File: src/rtl/video_pkg.sv
// Shared constants and FSM encoding for the video mixer / collision block.
package video_pkg;

  localparam logic [2:0] BLACK    = 3'b000;
  localparam logic [2:0] BALL_RGB = 3'b111;
  localparam logic [2:0] PF_RGB   = 3'b010;
  localparam logic [2:0] GRID_RGB = 3'b100;

  localparam logic [8:0] H_MAX = 9'd255;
  localparam logic [8:0] V_MAX = 9'd239;

  typedef enum logic {
    WAIT_SYNC = 1'b0,
    ACTIVE    = 1'b1
  } state_t;

endpackage

File: src/rtl/pixel_delay_line.sv
// Fixed-depth shift register keeping pixel colour and sync bits aligned.
module pixel_delay_line #(
  parameter int DATA_W = 6,
  parameter int STAGES = 2
) (
  input  logic              clk,
  input  logic              reset,
  input  logic [DATA_W-1:0] d,
  output logic [DATA_W-1:0] q
);

  logic [DATA_W-1:0] pipe_p [STAGES];

  // Stage boundary: entry register, then pure delay stages
  always_ff @(posedge clk) begin
    if (reset) begin
      for (int i = 0; i < STAGES; i++) pipe_p[i] <= '0;
    end else begin
      pipe_p[0] <= d;
      for (int i = 1; i < STAGES; i++) pipe_p[i] <= pipe_p[i-1];
    end
  end

  assign q = pipe_p[STAGES-1];

endmodule

File: src/rtl/video_mixer_collision.sv
// Layer priority mixer with aligned sync delay and per-frame ball collision reporting.
module video_mixer_collision
  import video_pkg::*;
#(
  parameter int PIPE_STAGES = 2
) (
  input  logic       clk,
  input  logic       reset,
  input  logic [8:0] hpos,
  input  logic [8:0] vpos,
  input  logic       display_on,
  input  logic       hsync_in,
  input  logic       vsync_in,
  input  logic       ball_gfx,
  input  logic       pf_gfx,
  input  logic       grid_gfx,
  input  logic       coll_ack,
  output logic [2:0] rgb,
  output logic       hsync,
  output logic       vsync,
  output logic       frame_done,
  output logic       coll_pf,
  output logic       coll_border,
  output logic [8:0] hit_hpos,
  output logic [8:0] hit_vpos,
  output logic [7:0] frame_count
);

  logic [2:0] colour;
  logic [2:0] rgb_d;
  logic       disp_d;

  always_comb begin
    colour = BLACK;
    if (!display_on)   colour = BLACK;
    else if (ball_gfx) colour = BALL_RGB;
    else if (pf_gfx)   colour = PF_RGB;
    else if (grid_gfx) colour = GRID_RGB;
  end

  pixel_delay_line #(
    .DATA_W (6),
    .STAGES (PIPE_STAGES)
  ) u_delay (
    .clk   (clk),
    .reset (reset),
    .d     ({display_on, hsync_in, vsync_in, colour}),
    .q     ({disp_d, hsync, vsync, rgb_d})
  );

  assign rgb = rgb_d & {3{disp_d}};

  logic   hit_pf, hit_bd, vs_rise, vsync_prev;
  state_t state_q, state_d;
  logic   acc_pf, acc_bd, acc_pf_d, acc_bd_d;
  logic [8:0] first_h, first_v, first_h_d, first_v_d;
  logic [8:0] hit_hpos_d, hit_vpos_d;
  logic [7:0] frame_count_d;
  logic   coll_pf_d, coll_border_d, frame_done_d;

  assign hit_pf  = display_on & ball_gfx & pf_gfx;
  assign hit_bd  = display_on & ball_gfx &
                   ((hpos == 9'd0) | (hpos == H_MAX) | (vpos == 9'd0) | (vpos == V_MAX));
  assign vs_rise = vsync_in & ~vsync_prev;

  always_comb begin
    state_d       = state_q;
    acc_pf_d      = acc_pf;
    acc_bd_d      = acc_bd;
    first_h_d     = first_h;
    first_v_d     = first_v;
    hit_hpos_d    = hit_hpos;
    hit_vpos_d    = hit_vpos;
    frame_count_d = frame_count;
    frame_done_d  = 1'b0;
    // Ack clears first so a coincident report leaves only the new frame's result
    coll_pf_d     = coll_ack ? 1'b0 : coll_pf;
    coll_border_d = coll_ack ? 1'b0 : coll_border;
    case (state_q)
      WAIT_SYNC: begin
        if (vs_rise) begin
          acc_pf_d  = 1'b0;
          acc_bd_d  = 1'b0;
          first_h_d = '0;
          first_v_d = '0;
          state_d   = ACTIVE;
        end
      end
      ACTIVE: begin
        if (vs_rise) begin
          frame_done_d  = 1'b1;
          coll_pf_d     = coll_pf_d | acc_pf | hit_pf;
          coll_border_d = coll_border_d | acc_bd | hit_bd;
          if (acc_pf) begin
            hit_hpos_d = first_h;
            hit_vpos_d = first_v;
          end else if (hit_pf) begin
            hit_hpos_d = hpos;
            hit_vpos_d = vpos;
          end
          frame_count_d = frame_count + 8'd1;
          acc_pf_d      = 1'b0;
          acc_bd_d      = 1'b0;
          first_h_d     = '0;
          first_v_d     = '0;
        end else begin
          acc_pf_d = acc_pf | hit_pf;
          acc_bd_d = acc_bd | hit_bd;
          if (hit_pf && !acc_pf) begin
            first_h_d = hpos;
            first_v_d = vpos;
          end
        end
      end
      default: state_d = WAIT_SYNC;
    endcase
  end

  always_ff @(posedge clk) begin
    if (reset) begin
      state_q     <= WAIT_SYNC;
      vsync_prev  <= 1'b0;
      acc_pf      <= 1'b0;
      acc_bd      <= 1'b0;
      first_h     <= '0;
      first_v     <= '0;
      hit_hpos    <= '0;
      hit_vpos    <= '0;
      frame_count <= '0;
      frame_done  <= 1'b0;
      coll_pf     <= 1'b0;
      coll_border <= 1'b0;
    end else begin
      state_q     <= state_d;
      vsync_prev  <= vsync_in;
      acc_pf      <= acc_pf_d;
      acc_bd      <= acc_bd_d;
      first_h     <= first_h_d;
      first_v     <= first_v_d;
      hit_hpos    <= hit_hpos_d;
      hit_vpos    <= hit_vpos_d;
      frame_count <= frame_count_d;
      frame_done  <= frame_done_d;
      coll_pf     <= coll_pf_d;
      coll_border <= coll_border_d;
    end
  end

endmodule

File: config.mk
export PLATFORM = sky130hd
export DESIGN_NAME = video_mixer_collision
export DESIGN_NICKNAME = d
export VERILOG_FILES = /design/src/rtl/video_pkg.sv /design/src/rtl/pixel_delay_line.sv /design/src/rtl/video_mixer_collision.sv
export SDC_FILE = /design/constraint.sdc
export NUM_CORES = 1
export LEC_CHECK = 0
export BUFFER_PORTS_ARGS = -buffer_cell sky130_fd_sc_hd__buf_2
export CORE_AREA = 2 2 69 78
export CTS_BUF_LIST = sky130_fd_sc_hd__clkbuf_4 sky130_fd_sc_hd__clkbuf_8 sky130_fd_sc_hd__clkbuf_16
export CTS_CLUSTER_SIZE = 20
export DETAILED_ROUTE_END_ITERATION = 10
export DIE_AREA = 0 0 71 80
export PLACE_DENSITY_LB_ADDON = 0.2
export SYNTH_ARGS = -nofsm -noshare
export SYNTH_HDL_FRONTEND = slang
export SYNTH_SLANG_ARGS = --single-unit
File: constraint.sdc
create_clock -name clk -period 1.4 [get_ports clk]
set_input_delay 0 -clock clk [delete_from_list [all_inputs] [get_ports clk]]
set_output_delay 0 -clock clk [all_outputs]
set_load 0.01 [all_outputs]
**Word level (Yosys, flattened, before mapping)**

Memory sizes are Yosys's and may differ from the RTL's.
Cells that the tools add are included.

- Memories: 1
- Output and inout bits: 34
- Bits in registers: 51
- Bits in writable memories: 12
- Input port bits: 27

- Bitwise logic cells: 18
- Mux-type cells: 33
- Equality and inequality tests: 4
- Reduce and logical (&&, ||, !) cells: 9
- Add/subtract/negate cells: 1

Memory list:

| memory | words | bits a word | read ports | clocked after Yosys merged registers in | write ports | line | RTL |
|---|---|---|---|---|---|---|---|
| u_delay.pipe_p | 2 | 6 | 2 | 0 | 2 | pixel_delay_line.sv:12 | `logic [DATA_W-1:0] pipe_p [STAGES];` |

Operator list:

| operator | number |
|---|---|
| two-way mux 9 bit | 9 |
| one-hot mux 9 bit (2 select lines) | 2 |
| == test 9 x 8 -> 1 bit, second input constant | 2 |
| zero test 9 bit | 2 |
| two-way mux 1 bit | 14 |
| two-way mux 3 bit | 4 |
| two-way mux 6 bit | 2 |
| OR 1 bit | 11 |
| adder 8 x 1 -> 8 bit, second input constant | 1 |
| AND 1 bit | 4 |
| one-hot mux 1 bit (2 select lines) | 2 |
| AND reduction 2 bit | 2 |
| AND 3 bit | 1 |
| != test 3 x 2 -> 1 bit, second input constant | 1 |
| AND reduction 3 bit | 1 |
| != test 2 bit, second input constant | 1 |
| inverter 1 bit | 2 |
| nonzero test 2 bit | 1 |
| OR reduction 2 bit | 1 |
| logical AND 1 bit | 1 |
| zero test 1 bit | 1 |

**Longest topological paths before layout**

- Depth in word-level cells: 8
- Depth in mapped cells: 6
- Mapped depth without buffers: 5

**Cells and area by module**

A second synthesis with hierarchy kept.

- Cells, all modules: 278
- Area, all modules: 2623.8 µm²

Modules (own cells, without submodules):

| module | times used | area an instance (µm²) | cells each |
|---|---|---|---|
| video_mixer_collision | 1 | 2212.1 | 247 |
| pixel_delay_line | 1 | 411.6 | 31 |

**Worst setup path after synthesis**

Ideal clock, no wire load.

- Kind: reg-to-reg
- From: register state_q
- To: register frame_count[5]
- Setup slack: 0.120 ns
- Cell stages (with the launch flop): 7
- Clock period less this slack: 1.280 ns
- Required time: 1.272 ns
- Arrival: 1.152 ns
- Path buffers: 1
- Cells stage by stage: dfxtp_1 and3b_1 buf_4 and4_4 nand3_1 xor2_1 nor2_1

- Longest elaborated chain between the ends: 1

RTL lines:

| item | line | RTL |
|---|---|---|
| from (decl) | video_mixer_collision.sv:54 | `state_t state_q, state_d;` |
| from (signal assigned) | video_mixer_collision.sv:134 | `state_q <= state_d;` |
| AND reduction 2 bit (no source line) | - |  |
| to (signal assigned) | video_mixer_collision.sv:142 | `frame_count <= frame_count_d;` |
| to (decl) | video_mixer_collision.sv:26 | `output logic [7:0] frame_count` |

Every way passes these cells.
A chain may end at the register's enable or synchronous reset.

**Worst setup path in the final report**

- From: input vsync_in
- To: register hit_vpos[4]

- Longest elaborated chain between the ends: 2

RTL lines:

| item | line | RTL |
|---|---|---|
| from (decl) | video_mixer_collision.sv:13 | `input logic vsync_in,` |
| AND 1 bit | video_mixer_collision.sv:64 | `assign vs_rise = vsync_in & ~vsync_prev;` |
| AND reduction 3 bit (no source line) | - |  |
| to (signal assigned) | video_mixer_collision.sv:141 | `hit_vpos <= hit_vpos_d;` |
| to (decl) | video_mixer_collision.sv:25 | `output logic [8:0] hit_vpos,` |

Every way passes these cells.

==> flow_summary_export.csv <==
group,metric,value,unit
run_status,status,"finished clean",
placed_design,dpl.cell_count,377,
yosys,synth.distinct_cells,34,
drt,routed_wl,5480,µm
worst_hold_path,min_path_type,"in -> reg",
global_route,antenna_found_initial,0,
die,die_h,80,µm
finish,n_antenna_cell,0,
job,cap_violations,0,
finish,drive_gt1_share,28.6,%
pwr,p_seq_share,53.2,%
timing,final.period_utilization,93.6,%
placed_design,portBuffers,60,
yosys,synth_warnings,0,
pwr,power_frac_comb,8.7,%
clocking,cts_root_buf,"clkbuf_8",
yosys,synth_edf_count,0,
worst_hold_path,min_from,"coll_ack",
die,start_util,50.4,%
clocking,clockBufferDepth,2,
clocking,cts.sinks,62,
yosys,syn_inst,265,
finish,area_growth,35.0,%
setup_path,ff2ff_path_depth,6,
setup_path,startpoint,"vsync_in",
timing,timing.final.crit_period,1.31,ns
yosys,synthTopCellsByCount,"dfxtp_1, nand2_1, nor2_1, a21oi_1, mux2i_1",
finish,utilization,68.0,%
worst_hold_path,min_path_cells,4,
global_route,overflow,0,
pwr,swShare,22.2,%
setup_path,r2r-start,"u_delay.pipe_p[0][3]$_SDFF_PP0_",
placed_design,hpwl,3550,µm
pwr,leakage,1.32,nW
setup_path,rrSetupSlack,0.11,ns
die,core_area,4900,µm²
global_route,first_global_vias,2042,
timing,max_clock_freq,0.763,GHz
setup_path,path_buf_inv,4,
yosys,synth_fp_nets,293,
setup_path,start_kind,"input pin",
timing,setup_ws,0.0892,ns
setup_path,crit_path_top_delay_cell,"dlygate4sd3_1",
yosys,ys_seq_area_share,50.3,%
drt,first_pass_iters,4,
pwr,p_switching,0.759,mW
setup_path,worstPathRequired,1.59,ns
yosys,async_flop_share,0,%
yosys,ys_seq_elements,62,
setup_path,crit_cells,8,
clocking,cts_buffers,9,
timing,fin_worst_skew,0.00926,ns
finish,fin_cells,422,
drt,viasPerCell,5.08,
timing,hold_violations,0,
drt,vias,2145,
finish,fin_area,3330,µm²
drt,drt-initial-drc-count,99,
placed_design,post_dp_cell_area,2850,µm²
timing,worstMarginPinSlew,0.414,ns
global_route,grt_pass1_wl,8930,µm
drt,drcViolationCount,0,
setup_path,critPathTopFamily,"buffers and inverters",
clocking,path_clk_slew,0.05,ns
yosys,synth_flop_cell,"dfxtp_1",
pwr,p_int,2.65,mW
global_route,grt_max_degree,37,
timing,final-setup-viol-count,0,
setup_path,worstReg2RegEnd,"hit_vpos[4]$_SDFFE_PP0P_",
setup_path,worst_path_largest_cell_delay,0.53,ns
die,core.rowCount,27,
setup_path,cp-end-kind,"flip-flop",
setup_path,crit_arrival,1.50,ns
finish,fin_nets,388,
yosys,synth_area_per_cell,9.31,µm²
worst_hold_path,min_to,"coll_pf$_SDFF_PP0_",
drt,wire_per_inst,13.0,µm
timing,tns,0,ns
pwr,clock_power_share,38.1,%
placed_design,place_congestion,0.757,
timing,rsz0062_at_grt,"no",
pwr,p_per_area,1020,nW/µm²
yosys,synth_top_area_cell,"dfxtp_1",
setup_path,path_cells,"dlygate4sd3_1, buf_2, nor2b_4, nand2_2, a21oi_4, buf_4, clkbuf_16, a211oi_1",
yosys,netlist.area_leader.share,50.3,%
clocking,clk_latency,0.32,ns
die,dieArea,5680,µm²
die,chipWidth,71,µm
timing,max_slew_margin,72.4,%
global_route,track_usage,20.1,%
yosys,yosysMostFrequentCell,"dfxtp_1",
pwr,peakVddDrop,0.000592,V
yosys,synth_area_leaders,"dfxtp_1, mux2i_1, nand2_1",
clocking,cts_max_level,3,
setup_path,path_max_fanout,18,
drt,antenna_left,0,
setup_path,path_class,"in -> reg",
yosys,synth_area,2470,µm²
placed_design,place_ws,0.0972,ns
clocking,cts_tree,"built",
timing,maxSlewViolCount,0,
die,io_pins,61,
per-stage QoR:
stage	hold slack, ns	total power [mW]
4_1_cts	0.0546	3.44
6_report	0.0615	3.41
2_1_floorplan	0.116	1.98
5_1_grt	0.0471	3.56
3_3_place_gp	0.206	2.08
3_5_place_dp	0.218	2.08
placed cells by master (no fill, tap or decap), types with 2 or more instances in the layout:
| master | Yosys | routed |
|---|---|---|
| buf_4 | 5 | 8 |
| nand2_1 | 40 | 40 |
| inv_1 | 5 | 5 |
| clkinv_2 | 0 | 2 |
| nand3_1 | 3 | 3 |
| and2_1 | 4 | 4 |
| a211oi_2 | 11 | 11 |
| nand2b_1 | 2 | 2 |
| o22ai_1 | 2 | 2 |
| xor2_1 | 5 | 5 |
| xnor2_1 | 2 | 2 |
| buf_12 | 0 | 2 |
| a21oi_1 | 24 | 24 |
| nand4_1 | 6 | 6 |
| buf_2 | 4 | 60 |
| mux2i_1 | 18 | 18 |
| nor2b_1 | 8 | 8 |
| a211oi_1 | 7 | 7 |
| clkbuf_8 | 0 | 9 |
| nor4_1 | 4 | 4 |
| dfxtp_1 | 62 | 61 |
| clkbuf_4 | 0 | 4 |
| dlygate4sd3_1 | 0 | 28 |
| nor2_1 | 34 | 34 |
power groups by stage:
stage               combinational [mW]  sequential [mW]  clock, mW
floorplan                        0.121             1.86          0
global placement                 0.229             1.85          0
detailed placement               0.232             1.85          0
global route                     0.326             1.82       1.42
finish                           0.298             1.81       1.30
CTS                              0.292             1.81       1.33
worst max path at each step:
stage | slack (ns) | to
2_1_floorplan | 0.12 | frame_count[5]$_SDFFE_PP0P_
3_5_place_dp | 0.1 | hit_vpos[2]$_SDFFE_PP0P_
4_1_cts | 0.03 | hit_vpos[4]$_SDFFE_PP0P_
3_3_place_gp | 0.15 | hit_vpos[3]$_SDFFE_PP0P_
6_report | 0.09 | hit_vpos[4]$_SDFFE_PP0P_
5_1_grt | 0.03 | acc_bd$_SDFFE_PP0P_
cells by family (layout without fill, tap and decap cells):
family	count (synthesis)	count (layout)	share of synthesized area (%)
xor+xnor	7	7	2.48
compound gates	47	47	14.4
simple gates	110	110	21.0
flops	62	62	50.3
mux	18	18	7.30
buf+inv	20	119	4.01
fa+ha+maj	1	1	0.507
final cells by class:
type                            count  area (µm²)
Tap cell                           58        72.6
Sequential cell                    62        1240
Multi-Input combinational cell    183        1130
Fill cell                         395        1570
Timing Repair Buffer               99         706
Clock inverter                      2        10.0
Clock buffer                       13         154
Inverter                            5        18.8
flip-flops by register name, summed over array words and instances, names as in the netlist, 8 cells and up:
register	flops
first_h	9
first_v	9
frame_count	8
hit_hpos	9
hit_vpos	9
u_delay.pipe_p	12
layer usage:
metal  up-vias  global-route usage, %  wire length [µm]
met5         -                      0                 0
met4         0                   9.62                97
met3         8                   5.43               218
met2        50                   31.7              2630
met1       989                   25.4              2530
li1       1098                      -                 -
tightest hold or removal path, stage by stage:
cell and delay, ns:
buf_2 0.08, inv_1 0.06, a21oi_1 0.14, nor2_1 0.05
timing repair:
| action | in CTS | in global routing |
|---|---|---|
| hold buffers | 28 | 0 |
| gates resized for setup | 0 | 1 |
| endpoints found under the setup margin | 0 | 19 |
| endpoints found under the hold margin | 29 | 0 |
| setup buffers | 0 | 1 |
(Power assumes the default switching activity.)
